[config.mk]
export PLATFORM = sky130hd
export DESIGN_NAME = pll_lock_sequencer
export DESIGN_NICKNAME = d
export VERILOG_FILES = /design/src/rtl/pll_lock_sequencer.sv
export SDC_FILE = /design/constraint.sdc
export NUM_CORES = 1
export LEC_CHECK = 0
export CAP_MARGIN = 20
export CORE_MARGIN = 5
export CORE_UTILIZATION = 53
export DETAILED_ROUTE_END_ITERATION = 12
export HOLD_SLACK_MARGIN = 0.02
export PLACE_DENSITY = 0.86
export SLEW_MARGIN = 0
export SYNTH_ARGS = -nofsm -noshare
export SYNTH_HDL_FRONTEND = slang
export SYNTH_SLANG_ARGS = --single-unit
[constraint.sdc]
create_clock -name clk -period 2.5 [get_ports clk]
set_input_delay 0.25 -clock clk [delete_from_list [all_inputs] [get_ports clk]]
set_output_delay 0.25 -clock clk [all_outputs]
set_load 0.05 [all_outputs]
[src/rtl/pll_lock_sequencer.sv]
// PLL lock sequencer: synchronizes PLL LOCK, holds the PLL-clocked domain in reset until lock is stable,
// and supervises for loss of lock. Define PLL_RETRY_EN to enable PLL_ARST_N pulsing on lock timeout.
module pll_lock_sequencer #(
    parameter int LOCK_STABLE_CYCLES   = 1024,
    parameter int RETRY_TIMEOUT_CYCLES = 65536,
    parameter int ARST_PULSE_CYCLES    = 16,
    parameter int CNT_W                = 8
) (
    input  logic             clk,
    input  logic             rst,
    input  logic             lock_in,
    input  logic             loss_clear,
    output logic             pll_arst_n,
    output logic             rst_out,
    output logic             ready,
    output logic [CNT_W-1:0] loss_count,
    output logic [CNT_W-1:0] retry_count,
    output logic [1:0]       state_o
);

    typedef enum logic [1:0] {
        RESET_PLL = 2'd0,
        WAIT_LOCK = 2'd1,
        STABILIZE = 2'd2,
        RUN       = 2'd3
    } state_t;

    // One shared phase timer, sized for the longest interval any state measures.
    localparam int MAX_AB     = (LOCK_STABLE_CYCLES > ARST_PULSE_CYCLES) ? LOCK_STABLE_CYCLES : ARST_PULSE_CYCLES;
    localparam int MAX_CYCLES = (MAX_AB > RETRY_TIMEOUT_CYCLES) ? MAX_AB : RETRY_TIMEOUT_CYCLES;
    localparam int TW         = (MAX_CYCLES > 1) ? $clog2(MAX_CYCLES) : 1;

    localparam logic [TW-1:0] STABLE_LAST = TW'(LOCK_STABLE_CYCLES - 1);

`ifdef PLL_RETRY_EN
    localparam logic [TW-1:0] ARST_LAST  = TW'(ARST_PULSE_CYCLES - 1);
    localparam logic [TW-1:0] RETRY_LAST = TW'(RETRY_TIMEOUT_CYCLES - 1);
    localparam state_t        RESET_STATE = RESET_PLL;
`else
    localparam state_t        RESET_STATE = WAIT_LOCK;
`endif

    state_t          state;
    state_t          state_next;
    logic [TW-1:0]   timer;
    logic [TW-1:0]   timer_next;
    logic            lock_s1;
    logic            lock_sync;
    logic            loss_inc;
`ifdef PLL_RETRY_EN
    logic            retry_inc;
`endif

    always_comb begin
        state_next = state;
        timer_next = timer;
        loss_inc   = 1'b0;
`ifdef PLL_RETRY_EN
        retry_inc  = 1'b0;
`endif
        case (state)
`ifdef PLL_RETRY_EN
            RESET_PLL: begin
                if (timer == ARST_LAST) begin
                    state_next = WAIT_LOCK;
                    timer_next = '0;
                end else begin
                    timer_next = timer + TW'(1);
                end
            end
`endif
            WAIT_LOCK: begin
                if (lock_sync) begin
                    state_next = STABILIZE;
                    timer_next = '0;
                end
`ifdef PLL_RETRY_EN
                else if (timer == RETRY_LAST) begin
                    state_next = RESET_PLL;
                    timer_next = '0;
                    retry_inc  = 1'b1;
                end else begin
                    timer_next = timer + TW'(1);
                end
`endif
            end
            STABILIZE: begin
                // Any dropout discards the partial stability count.
                if (!lock_sync) begin
                    state_next = WAIT_LOCK;
                    timer_next = '0;
                end else if (timer == STABLE_LAST) begin
                    state_next = RUN;
                    timer_next = '0;
                end else begin
                    timer_next = timer + TW'(1);
                end
            end
            RUN: begin
                if (!lock_sync) begin
                    state_next = WAIT_LOCK;
                    timer_next = '0;
                    loss_inc   = 1'b1;
                end
            end
            default: begin
                state_next = RESET_STATE;
                timer_next = '0;
            end
        endcase
    end

    // Outputs are registered from the next state so they change on the transition edge.
    always_ff @(posedge clk) begin
        if (rst) begin
            lock_s1    <= 1'b0;
            lock_sync  <= 1'b0;
            state      <= RESET_STATE;
            timer      <= '0;
            rst_out    <= 1'b1;
            ready      <= 1'b0;
            loss_count <= '0;
        end else begin
            lock_s1   <= lock_in;
            lock_sync <= lock_s1;
            state     <= state_next;
            timer     <= timer_next;
            rst_out   <= (state_next != RUN);
            ready     <= (state_next == RUN);
            if (loss_clear) begin
                loss_count <= '0;
            end else if (loss_inc && (loss_count != {CNT_W{1'b1}})) begin
                loss_count <= loss_count + CNT_W'(1);
            end
        end
    end

`ifdef PLL_RETRY_EN
    always_ff @(posedge clk) begin
        if (rst) begin
            pll_arst_n  <= 1'b0;
            retry_count <= '0;
        end else begin
            pll_arst_n <= (state_next != RESET_PLL);
            if (loss_clear) begin
                retry_count <= '0;
            end else if (retry_inc && (retry_count != {CNT_W{1'b1}})) begin
                retry_count <= retry_count + CNT_W'(1);
            end
        end
    end
`else
    assign pll_arst_n  = 1'b1;
    assign retry_count = '0;
`endif

    assign state_o = state;

endmodule
---- After elaboration in Yosys (flattened, before gate mapping) ----
Cells that the tools add are included.
Widths: inputs -> output; s select.
storage, ports and cells
  flip-flop bits (word level) ............. 30
  latch bits .............................. 0
  RAM bits ................................ 0
  ROM bits ................................ 0
  input port bits ......................... 4
  output and inout bits ................... 21
  word-level logic and storage cells ...... 33
  memories kept ........................... 0
cells by class
  add/sub/neg operators ................... 2
  multipliers ............................. 0
  div/mod/pow operators ................... 0
  magnitude comparators ................... 0
  equality and inequality tests ........... 9
  shifts and indexed selects .............. 0
  mux-type cells .......................... 12
  bitwise logic cells ..................... 0
  reduce and logical (&&, ||, !) cells .... 3
operators by type and width
  operator               count
  $mux 16                4
  $pmux 16 s3            1
  $add 16x1->16 const B  1
  $eq 16x10->1 const B   1
  $add 8x1->8 const B    1
  $mux 2                 4
  $ne 8x8->1 const B     1
  $eq 2x2->1 const B     3
  $ne 2x2->1 const B     3
  $pmux 2 s3             1
  $eq 2x1->1 const B     1
  $mux 1                 2
  $reduce_and 2->1       1
  $reduce_or 2->1        1
  $logic_and 1x1->1      1

---- Depth between registers and ports, before layout ----
  word-level depth ........................ 5
  mapped depth ............................ 6
  mapped depth without buffers ............ 5

---- Least setup slack after synthesis ----
OpenSTA, ideal clock, no wires.
  kind .................................... register to register
  start ................................... reg state[1] (netlist: state_o[1])
  end ..................................... reg timer[15]
  library setup time ...................... 0.086 ns
  arrival time ............................ 2.002 ns
  data required time ...................... 2.414 ns
  setup slack ............................. 0.413 ns
  stages on the path, launching flop included .. 7
  path buffers ............................ 2
  period minus slack after synthesis ...... 2.087 ns
  path through ............................ dfxtp_1 -> clkbuf_2 -> xnor2_1 -> and2_1 -> buf_2 -> or4_1 -> a211oi_1
on the way
  word-level cells in the longest chain between the ends .. 3
  elaborated cells between the ends (all ways) .. 7
  those cells by class .................... eq/ne: 5; mux: 1; reduce/logical: 1
ends and longest elaborated chain
  item                                             line  text
  from (decl)                                      43    state_t state;
  from (signal assigned)                           126   state <= state_next;
  $eq 2x2->1 / $eq 2x1->1 (equally long branches)  61    case (state)
  $ne 2x2->1 (no line)                             -
  $reduce_and 2->1 (no line)                       -
  to (signal assigned)                             127   timer <= timer_next;
  to (decl)                                        45    logic [TW-1:0] timer;
Several ways; a longest one is shown, not always the timed one.
A chain may end at the register's enable or synchronous reset.

---- Worst setup path after layout ----
  start ................................... reg timer[0]
  end ..................................... reg timer[9]
on the way
  word-level cells in the longest chain between the ends .. 4
  elaborated cells between the ends (all ways) .. 5
  those cells by class .................... add/sub: 1; eq/ne: 1; mux: 3
ends and longest elaborated chain
  item                                                  line    text
  $add 16x1->16 / $eq 16x10->1 (equally long branches)  96, 92
  $mux 16 *                                             92      end else if (timer == STABLE_LAST) begin
  $mux 16 *                                             89      if (!lock_sync) begin
  $pmux 16 s3 *                                         61
Every way passes the cells marked *; elsewhere a longest branch is shown, timed or not.

==> key figures <==
Status
  • Status: finished, final reports clean

Worst hold path
  • Worst hold start: lock_s1
  • Worst Hold End: lock_sync
  • Worst Hold Path Cells: 1
  • Hold Crit Class: flip-flop to flip-flop

Floorplan
  • Core footprint: 3028 µm²
  • DIE AREA: 4322 µm²
  • I/O pin cnt: 25
  • # rows: 20
  • Die span in x: ~66 µm
  • Die Ht: 65.74 µm
  • Initial Util: 0.5438

Critical path
  • CP Depth: 5
  • Crit-path cells: ha_1, nand3_1, or4_4, a21oi_4, nor3_1
  • R2r startpoint: timer[0]
  • Reg-to-reg endpoint: timer[9]
  • Slowest CP cell: or4_4
  • CP startpoint kind: flip-flop
  • Max stage delay on crit path: 0.72 ns
  • Crit path DAT: around 2.2 ns
  • CP endpoint kind: flip-flop
  • Critical Setup Path Class: flip-flop to flip-flop
  • Flop2flop setup slack: 0.48 ns
  • Critical path peak fanout: 11
  • CP top delay family: simple AND/OR/NAND/NOR gates
  • Worst Path Required: ~2.7 ns
  • Worst R2R Path Depth: 5
  • Buf/Inv on CP: 0

Global route
  • Vias in the first global route: 1192
  • Largest net degree at the start of global routing: 27
  • Initial antenna violation count: 0
  • Overflow after GRT: 0
  • First-pass GRT wire length: 5664 µm
  • Global Route Usage Sum: 0.1657

Synth
  • Synthesized area per cell: 8.488 µm²
  • EDFF count, synth: 0
  • Yosys reg bits: 30
  • Main flop type after synthesis: dfxtp_1
  • Syn Inst Count: 194
  • Count of cell types in the netlist: 50
  • Netlist Area Pre-Place: 1647 µm²
  • Post-synth ARST share: 0
  • Ys Warns: 0
  • Register area share after synthesis: 0.3647

Power and ir drop
  • Power Total: 855.0 µW
  • VDD IR max: 0.3761 mV
  • Leak: 0.0005725 µW
  • Pwr per Cell Area: 470.9 nW/µm²

Clocking
  • Clock sink total: 30
  • Later-pin clock latency in the skew report: about 0.33 ns
  • Post-cts sizing count: 0
  • Hold_buf cts: 0
  • Clk root buf: clkbuf_4
  • Cts bufs inserted: 5
  • Clock-pin slew on the worst setup and hold paths: 0.10 ns
  • TritonCTS clock tree: done
  • Postcts setup bufs: 0
  • CTS H-tree depth: 2
  • Max clock buf depth: 2

Cells and area
  • Nets: 209
  • Final instance area: 1815 µm²
  • Layout area overhead: 10.26%
  • Antenna Cells: 0
  • Commonest non-fill, non-tap cell in the layout: dfxtp_1
  • Layout Cells excl Fill: 248
  • Highest-count cells in the layout ignoring fill and taps: 30 x dfxtp_1, 15 x clkdlybuf4s50_1, 13 x nand2_1, 11 x nand3_1
  • Fill count: about 280
  • Fraction of layout cells with a size suffix above 1: 0.07843

Route
  • # DRC: 0
  • Initial DRC Count: 137
  • DR vias: 1437
  • Remaining antenna violation count: 0
  • Pre-antenna DRT Iters: 6
  • WL per Instance: 13.68 µm
  • Post-DR vias/cell: 5.794
  • WL final: between 3000 and 4000 µm

Place
  • Placed Area: 1755 µm²
  • RePlAce Congestion: about 0.95
  • Worst slack at placement: 0.5224 ns
  • Placed cell count: 240
  • Port Buffer Count: 15
  • Post-DP HPWL: 2371 µm

Timing
  • Max-slew violations: 0
  • Min Tclk post-route: 2.017 ns
  • Fin worst setup slack: just under 0.5 ns
  • Final hold vios: 0
  • Setup TNS Final: 0 ns
  • Max_slew headroom: 0.5693
  • Worst slew pin tran: 0.6461 ns
  • Final Cycle Share: 0.8070
  • RSZ-0062 raised after global routing: no
  • Final setup viols: 0
  • Fin Clk Skew: around 0.0098 ns
  • Fmax: 495.7 MHz

Run
  • # Max-Cap Violations: 0
==> routing by layer <==
layer,vias up,track usage,part of all wire
li1,733,-,-
met1,652,0.2332,0.48
met2,45,0.2416,0.46
met3,7,0.04615,0.055
met4,0,0.05440,0.010
met5,-,0,0
==> through the flow <==
stage | util | hold WS, ns
2_1_floorplan | - | 0.3782
3_3_place_gp | 0.5798 | 0.4253
3_5_place_dp | 0.5798 | 0.4256
4_1_cts | 0.5996 | 0.4510
5_1_grt | 0.5996 | 0.4725
6_report | 0.5996 | 0.4460
==> final cells by class <==
| cell class | instances | area [µm²] | share of cell area |
|---|---|---|---|
| multi-input cells | 147 | 930.9 | 0.5128 |
| flip-flops and latches | 30 | 600.6 | 0.3308 |
| repair buffers | 16 | 157.7 | 0.08684 |
| clock buffers | 7 | 55.05 | 0.03032 |
| well taps | 44 | 55.05 | 0.03032 |
| inverters | 3 | 11.26 | 0.006203 |
| clock inverters | 1 | 5.005 | 0.002757 |
==> worst max-delay path by stage <==
| stage | slack, ns | to | startpoint |
|---|---|---|---|
| 6_report | 0.48 | timer[9] | timer[0] |
| 5_1_grt | 0.34 | timer[9] | timer[0] |
| 4_1_cts | 0.49 | timer[9] | timer[0] |
| 3_5_place_dp | 0.52 | timer[9] | timer[0] |
| 3_3_place_gp | 0.61 | timer[1] | timer[0] |
| 2_1_floorplan | 0.41 | timer[15] | state_o[1] |
==> where the power goes <==
group / total, µW / switching (µW) / internal (µW)
combinational: 71.4 / 56.3 / 15.1
clock: 300 / 164 / 136
sequential: 483 / 3.35 / 480
total: 855 / 224 / 631
==> Yosys cell counts, drive strengths merged (2+ instances only) <==
library cell	n	area share
nand2b	3	0.011
or4bb	2	0.014
a32oi	2	0.011
or4	6	0.032
o31a	2	0.011
nor2b	5	0.019
o21ai	9	0.027
a21oi	11	0.040
nor3	5	0.015
or2	2	0.0076
nand2	14	0.033
nand3	11	0.033
nand3b	4	0.018
o21a	2	0.0091
o31ai	3	0.014
nor4	2	0.0076
inv	3	0.0068
a311oi	2	0.011
buf	12	0.058
nor2	10	0.023
nand4	10	0.038
and3	2	0.0076
and4	4	0.021
clkbuf	9	0.021
ha	2	0.015
xnor2	4	0.021
a2111oi	2	0.014
a211oi	2	0.0091
dfxtp	30	0.36
o211ai	4	0.018
nor3b	2	0.0091
conb	2	0.0046
==> registers in the layout (all words and copies together), names as in the netlist <==
signal      flops
timer          16
loss_count      8
state_o         2
lock_s1         1
lock_sync       1
ready           1
rst_out         1
==> cell families (layout without fill, tap and decap cells) <==
logic type / after synthesis / count (layout) / synth area share
adder cells (fa/ha/maj): 2 / 2 / 0.01520
buffers and inverters: 24 / 27 / 0.08586
other: 2 / 9 / 0.004561
AO/OA/AOI/OAI: 45 / 45 / 0.1945
XOR/XNOR: 4 / 4 / 0.02127
AND/OR/NAND/NOR: 87 / 87 / 0.3138
flip-flops: 30 / 30 / 0.3647
No activity file was read; power rests on OpenSTA's default activity.
==> RTL edit 1: new RTL, config.mk and constraints unchanged <==
Change the parameter `LOCK_STABLE_CYCLES` from 1024 to 2048.
--- a/src/rtl/pll_lock_sequencer.sv
+++ b/src/rtl/pll_lock_sequencer.sv
@@ -2,5 +2,5 @@
 // and supervises for loss of lock. Define PLL_RETRY_EN to enable PLL_ARST_N pulsing on lock timeout.
 module pll_lock_sequencer #(
-    parameter int LOCK_STABLE_CYCLES   = 1024,
+    parameter int LOCK_STABLE_CYCLES   = 2048,
     parameter int RETRY_TIMEOUT_CYCLES = 65536,
     parameter int ARST_PULSE_CYCLES    = 16,
Behaviour: no difference found for any inputs over 10 cycles, from zero or initial values and one cycle with rst high; that may be too few to reach the edited logic, so the function may still have changed.
==> RTL edit 1 against the original RTL <==
- global-route usage down 0.36 points
- die area down 7.6%
- maximum frequency up 4.9%
- sequential cell count unchanged
- cell count down 11%
- cell area down 5.4%
- setup slack better by 0.094 ns
- via count down 6.3%
- sequential share of layout area up 1.9 points
- total power up 5.4%
- wire length down 5.8%
- area after synthesis down 8.9%
==> RTL edit 1: results (changes against the original RTL) <==
Global route:
- The total routing resource utilization after global routing is 16.2% (-0.36 points).
- The routing usage on met1 came to 18.1% (-5.3 points).
- The met2 usage in global routing is 29.6% (+5.5 points).
- The first-pass GRT wire length is 5440 um (-4.0%).
- The pin count of the biggest net entering global routing is 12 (-56%).
- The via count of the first global-routing pass is 1288 (+8.1%).

Pwr:
- The leakage component of the power is 0.548 nW (-4.3%).
- The maximum VDD drop came to 0.000522 V (+39%).
- The power dissipated by switching net loads is 0.216 mW (-3.4%).
- The power density over the cells came to 525 nW/um^2 (+11%).
- The combinational-cell power consumption was 0.0669 mW (-6.3%).

Setup path:
- The cell class contributing the biggest share of worst-path delay is buffers and inverters.
- The critical path data arrival time is 1.67 ns (-0.55 ns).
- The largest fanout on the critical path is 7 (-4).
- For this design, the slowest cell found on the critical path is clkdlybuf4s50_1.
- The largest incremental delay on the critical path is 0.87 ns (+0.15 ns).

Outcome:
- The flow ran to the end, and the final reports show no timing, DRC or antenna violations.

Yosys:
- The number of instances in the synthesized netlist is 171 (-12%).
- Sorting the synthesized cells by area gives the leading types as dfxtp_1 (40%), buf_4 (4.5%), a21oi_1 (4.0%).
- Counting instances in the post-synthesis netlist gives the leading cell types as dfxtp_1 (30), nand2_1 (13), a21oi_1 (12), nor2_1 (12), buf_4 (9).
- The share of the synthesized netlist area taken by xor and xnor gates was 5.17% (+3.0 points).
- The unique cell type count in the Yosys netlist is 47 (-6.0%).
- The share of the synthesized area in compound gates (AO/OA/AOI/OAI) is 17.8% (-1.6 points).
- The proportion of synthesized area in mux cells is 0.667% (+0.67 points).
- The sequential fraction of the synthesis area is 40.0% (+3.6 points).
- The synthesized-area fraction occupied by adder cells is 1.67% (+0.15 points).

Clock tree:
- The quantity of gates resized following cts came to 0 (unchanged).
- The source-to-sink clock delay at the later pin of the worst-skew pair came to 0.31 ns (-0.02 ns).

Floorplanning:
- The die boundary width was 63.2 um (-3.9%).
- The area enclosed by the die boundary is 3990 um^2 (-7.6%).

Finish:
- The fill cell total of the finished layout is 219 (-21%).
- The fraction of layout instances using a drive strength above 1 is 9.52% (+1.7 points).
- The post-layout net count is 194 (-7.2%).

Timing:
- The tightest slew margin relative to the limit is 53.3% (-3.7 points).
- The worst clock skew is 0.00633 ns (-0.00349 ns).

Placement:
- The post-placement worst setup slack is 0.666 ns (+0.143 ns).
- The detailed placer's ending HPWL is 2330 um (-1.8%).
- The final estimated routing congestion in global placement was 0.864 (-8.7%).

Drt:
- The routed length on met3 came to 244 um (+31%).
- The number of violations reported at the end of detailed-routing iteration 0 is 60 (-56%).
- The post-detailed-route wirelength per cell came to 14.5 um (+6.2%).
- The met1 wire length is 1280 um (-21%).
- The iteration count of the initial detailed-routing pass is 4 (-2).
- The detailed-route via count is 1347 (-6.3%).
- The total length of routed met2 wires is 1640 um (+5.3%).
RTL edit 1: final cells by class:
type | count | share of cell area [%]
Multi-Input combinational cell | 128 | 47.4
Tap cell | 31 | 2.26
Clock buffer | 8 | 4.59
Timing Repair Buffer | 16 | 9.18
Inverter | 7 | 1.53
Sequential cell | 30 | 35.0
RTL edit 1: through the flow:
step	cells	hold slack (ns)	instance area (um^2)	util, %
after global routing	220	0.471	1720	62.8
after detailed placement	212	0.429	1640	59.9
after CTS	220	0.454	1720	62.8
after floorplan	178	0.378	1530	-
after global placement	212	0.418	1640	59.9
final	220	0.447	1720	62.8
RTL edit 1: worst paths after layout:
kind | from | to | slack [ns] | cells after the start
min | lock_s1 | lock_sync | 0.45 | 1
max reg2reg | timer[0] | timer[10] | 0.61 | 5
min reg2reg | lock_s1 | lock_sync | 0.45 | 1
max | state_o[1] | state_o[1] | 0.58 | 1
==> RTL edit 2: new RTL, same settings <==
Without the edit above. Put one more register stage on the output `loss_count`, cleared by the reset. The value now appears one clock later. The other outputs are not delayed to match.
--- a/src/rtl/pll_lock_sequencer.sv
+++ b/src/rtl/pll_lock_sequencer.sv
@@ -32,4 +32,6 @@
 
     localparam logic [TW-1:0] STABLE_LAST = TW'(LOCK_STABLE_CYCLES - 1);
+
+    logic [CNT_W-1:0] loss_count_s0;
 
 `ifdef PLL_RETRY_EN
@@ -120,5 +122,5 @@
             rst_out    <= 1'b1;
             ready      <= 1'b0;
-            loss_count <= '0;
+            loss_count_s0 <= '0;
         end else begin
             lock_s1   <= lock_in;
@@ -129,7 +131,7 @@
             ready     <= (state_next == RUN);
             if (loss_clear) begin
-                loss_count <= '0;
-            end else if (loss_inc && (loss_count != {CNT_W{1'b1}})) begin
-                loss_count <= loss_count + CNT_W'(1);
+                loss_count_s0 <= '0;
+            end else if (loss_inc && (loss_count_s0 != {CNT_W{1'b1}})) begin
+                loss_count_s0 <= loss_count_s0 + CNT_W'(1);
             end
         end
@@ -157,3 +159,11 @@
     assign state_o = state;
 
+    always_ff @(posedge clk) begin
+        if (rst) begin
+            loss_count <= '0;
+        end else begin
+            loss_count <= loss_count_s0;
+        end
+    end
+
 endmodule
Check against the original RTL: same outputs for any inputs over 10 cycles, from zero or initial values and one cycle with rst high; that may be too few to reach the edited logic, so the function may still have changed.
==> RTL edit 2 against the original RTL <==
- setup slack got worse by 0.18 ns
- wire length increased by 1.3%
- total power increased by 20%
- sequential cell count increased by 8
- count of clock-buffer cells in the layout decreased by 1
- area after synthesis increased by 7.8%
- largest cell class unchanged
- cell area increased by 9.9%
- clock power increased by 13%
==> RTL edit 2: results (changes against the original RTL) <==
Global route:
- The number of antenna violations at the first check in global routing was 0 (unchanged).
- The first-pass GRT wire length was 5990 um (+5.7%).
- The pin count of the biggest net entering global routing is 20 (-26%).
- The via count of the first global-routing pass is 1396 (+17%).
- The total routing resource utilization after global routing is 16.8% (+0.19 points).

Timing:
- The tightest slew margin relative to the limit is 66.2% (+9.3 points).
- The minimum setup slack in the final design is 0.305 ns (-0.178 ns).
- The worst clock skew is 0.0171 ns (+0.00723 ns).

Clock tree:
- The CTS buffer count came to 5 (unchanged).
- The quantity of gates resized following cts is 0 (unchanged).
- The source-to-sink clock delay at the later pin of the worst-skew pair was 0.35 ns (+0.02 ns).
- The cell sitting at the root of the clock tree is a clkbuf_4.
- The clock-pin slew of the registers on the worst-case setup and hold paths is 0.12 ns (+0.02 ns).
- The worst-case clock buffer depth is 2 (unchanged).
- The maximum level of the CTS H-tree is 2 (unchanged).
- The buffers inserted during post-CTS setup optimization is 0 (unchanged).

Setup path:
- The kind of cell with the highest combined delay along the critical path is simple AND/OR/NAND/NOR gates.
- The start point of the critical path is timer[0].
- The register-to-register setup slack is 0.30 ns (-0.18 ns).
- Among all stages on the critical path, the largest delay is contributed by or4_4.
- The depth of the worst register-to-register path came to 5 (unchanged).
- The critical path data arrival time is 2.45 ns (+0.23 ns).
- STA classifies the critical path endpoint as a flip-flop.
- The largest fanout on the critical path is 7 (-4).
- The largest incremental delay on the critical path is 0.55 ns (-0.17 ns).
- In this run the critical register-to-register path is captured at timer[14].

Drt:
- The number of violations reported at the end of detailed-routing iteration 0 is 163 (+19%).
- The post-detailed-route wirelength per cell was 13.0 um (-4.8%).
- The detail-routed via count per cell is 5.67 (-2.2%).
- The iteration count of the initial detailed-routing pass is 4 (-2).

Placement:
- The final estimated routing congestion in global placement is 0.936 (-1.2%).
- The detailed placer's ending HPWL was 2470 um (+4.2%).
- The cell area reported after detailed placement is 1930 um^2 (+10%).
- The post-placement worst setup slack is 0.340 ns (-0.182 ns).
- The port buffer count is 15 (unchanged).

Yosys:
- By area the synthesized netlist is led by dfxtp_1 (43%), a31oi_1 (4.2%), nor2b_1 (3.9%).
- The sequential fraction of the synthesis area is 42.8% (+6.4 points).
- The dominant register cell in the synthesized netlist is dfxtp_1.
- The proportion of synthesized flip-flops having asynchronous set or reset is 0% (unchanged).
- The unique cell type count in the Yosys netlist was 45 (-10%).
- The total of warnings raised by yosys is 0 (unchanged).
- Sorting the synthesized cells by how often they occur yields dfxtp_1 (38), nand2_1 (16), a31oi_1 (12), nand3_1 (12), nor2b_1 (11).

Pwr:
- The maximum VDD drop is 0.000388 V (+3.2%).
- The leakage component of the power was 0.666 nW (+16%).

Finish:
- The count of antenna diodes in the layout is 0 (unchanged).
- The largest registers in the layout are timer (16), loss_count (8), loss_count_s0 (8).
- The fraction of layout instances using a drive strength above 1 came to 6.88% (-0.96 points).
- The post-layout net count was 223 (+6.7%).

Min path:
- In this run the most critical hold path is launched from lock_s1.
- The tightest min-delay check is of the reg -> reg type.

Outcome:
- The run finished with clean final reports.
-- RTL edit 2: how the worst min path moves through the flow --
| stage | cells past startpoint | slack, ns | end |
|---|---|---|---|
| after floorplan | 1 | 0.38 | lock_s1 |
| after global placement | 1 | 0.42 | lock_sync |
| after detailed placement | 1 | 0.43 | lock_sync |
| after CTS | 2 | 0.44 | lock_s1 |
| after global routing | 2 | 0.44 | lock_s1 |
| final | 1 | 0.45 | lock_sync |
-- RTL edit 2: logic make-up after synthesis --
logic type | count (synthesis) | synth area share (%)
multiplexers | 2 | 1.13
AO/OA/AOI/OAI | 42 | 15.5
other | 2 | 0.423
buffers and inverters | 23 | 6.77
AND/OR/NAND/NOR | 87 | 28.5
flip-flops | 38 | 42.8
XOR/XNOR | 7 | 3.45
adder cells (fa/ha/maj) | 2 | 1.41
-- RTL edit 2: per-layer routing --
metal,share of wire [%],vias to the layer above,GRT usage (%)
met5,0,-,0
met4,0.96,0,6.95
met3,5.5,5,3.61
met2,50,38,28.6
met1,44,706,20.4
li1,-,747,-
-- RTL edit 2: area by class of cell --
type	count	area, um^2
Sequential cell	38	761
Fill cell	286	1290
Multi-Input combinational cell	149	921
Timing Repair Buffer	18	173
Clock buffer	6	51.3
Clock inverter	2	12.5
Inverter	5	18.8
Tap cell	46	57.6
-- RTL edit 2: power by group --
group | switching [mW] | leakage, nW | internal (mW) | total (mW)
Clock | 0.204 | 0.0343 | 0.135 | 0.339
Sequential | 0.00274 | 0.307 | 0.608 | 0.611
Combinational | 0.0548 | 0.325 | 0.0170 | 0.0718
Total | 0.262 | 0.666 | 0.760 | 1.02
-- RTL edit 2: stage by stage --
stage	std cells	power, mW
finish	264	1.02
global route	264	1.06
CTS	264	1.03
detailed placement	256	0.695
global placement	256	0.695
floorplan	210	0.691
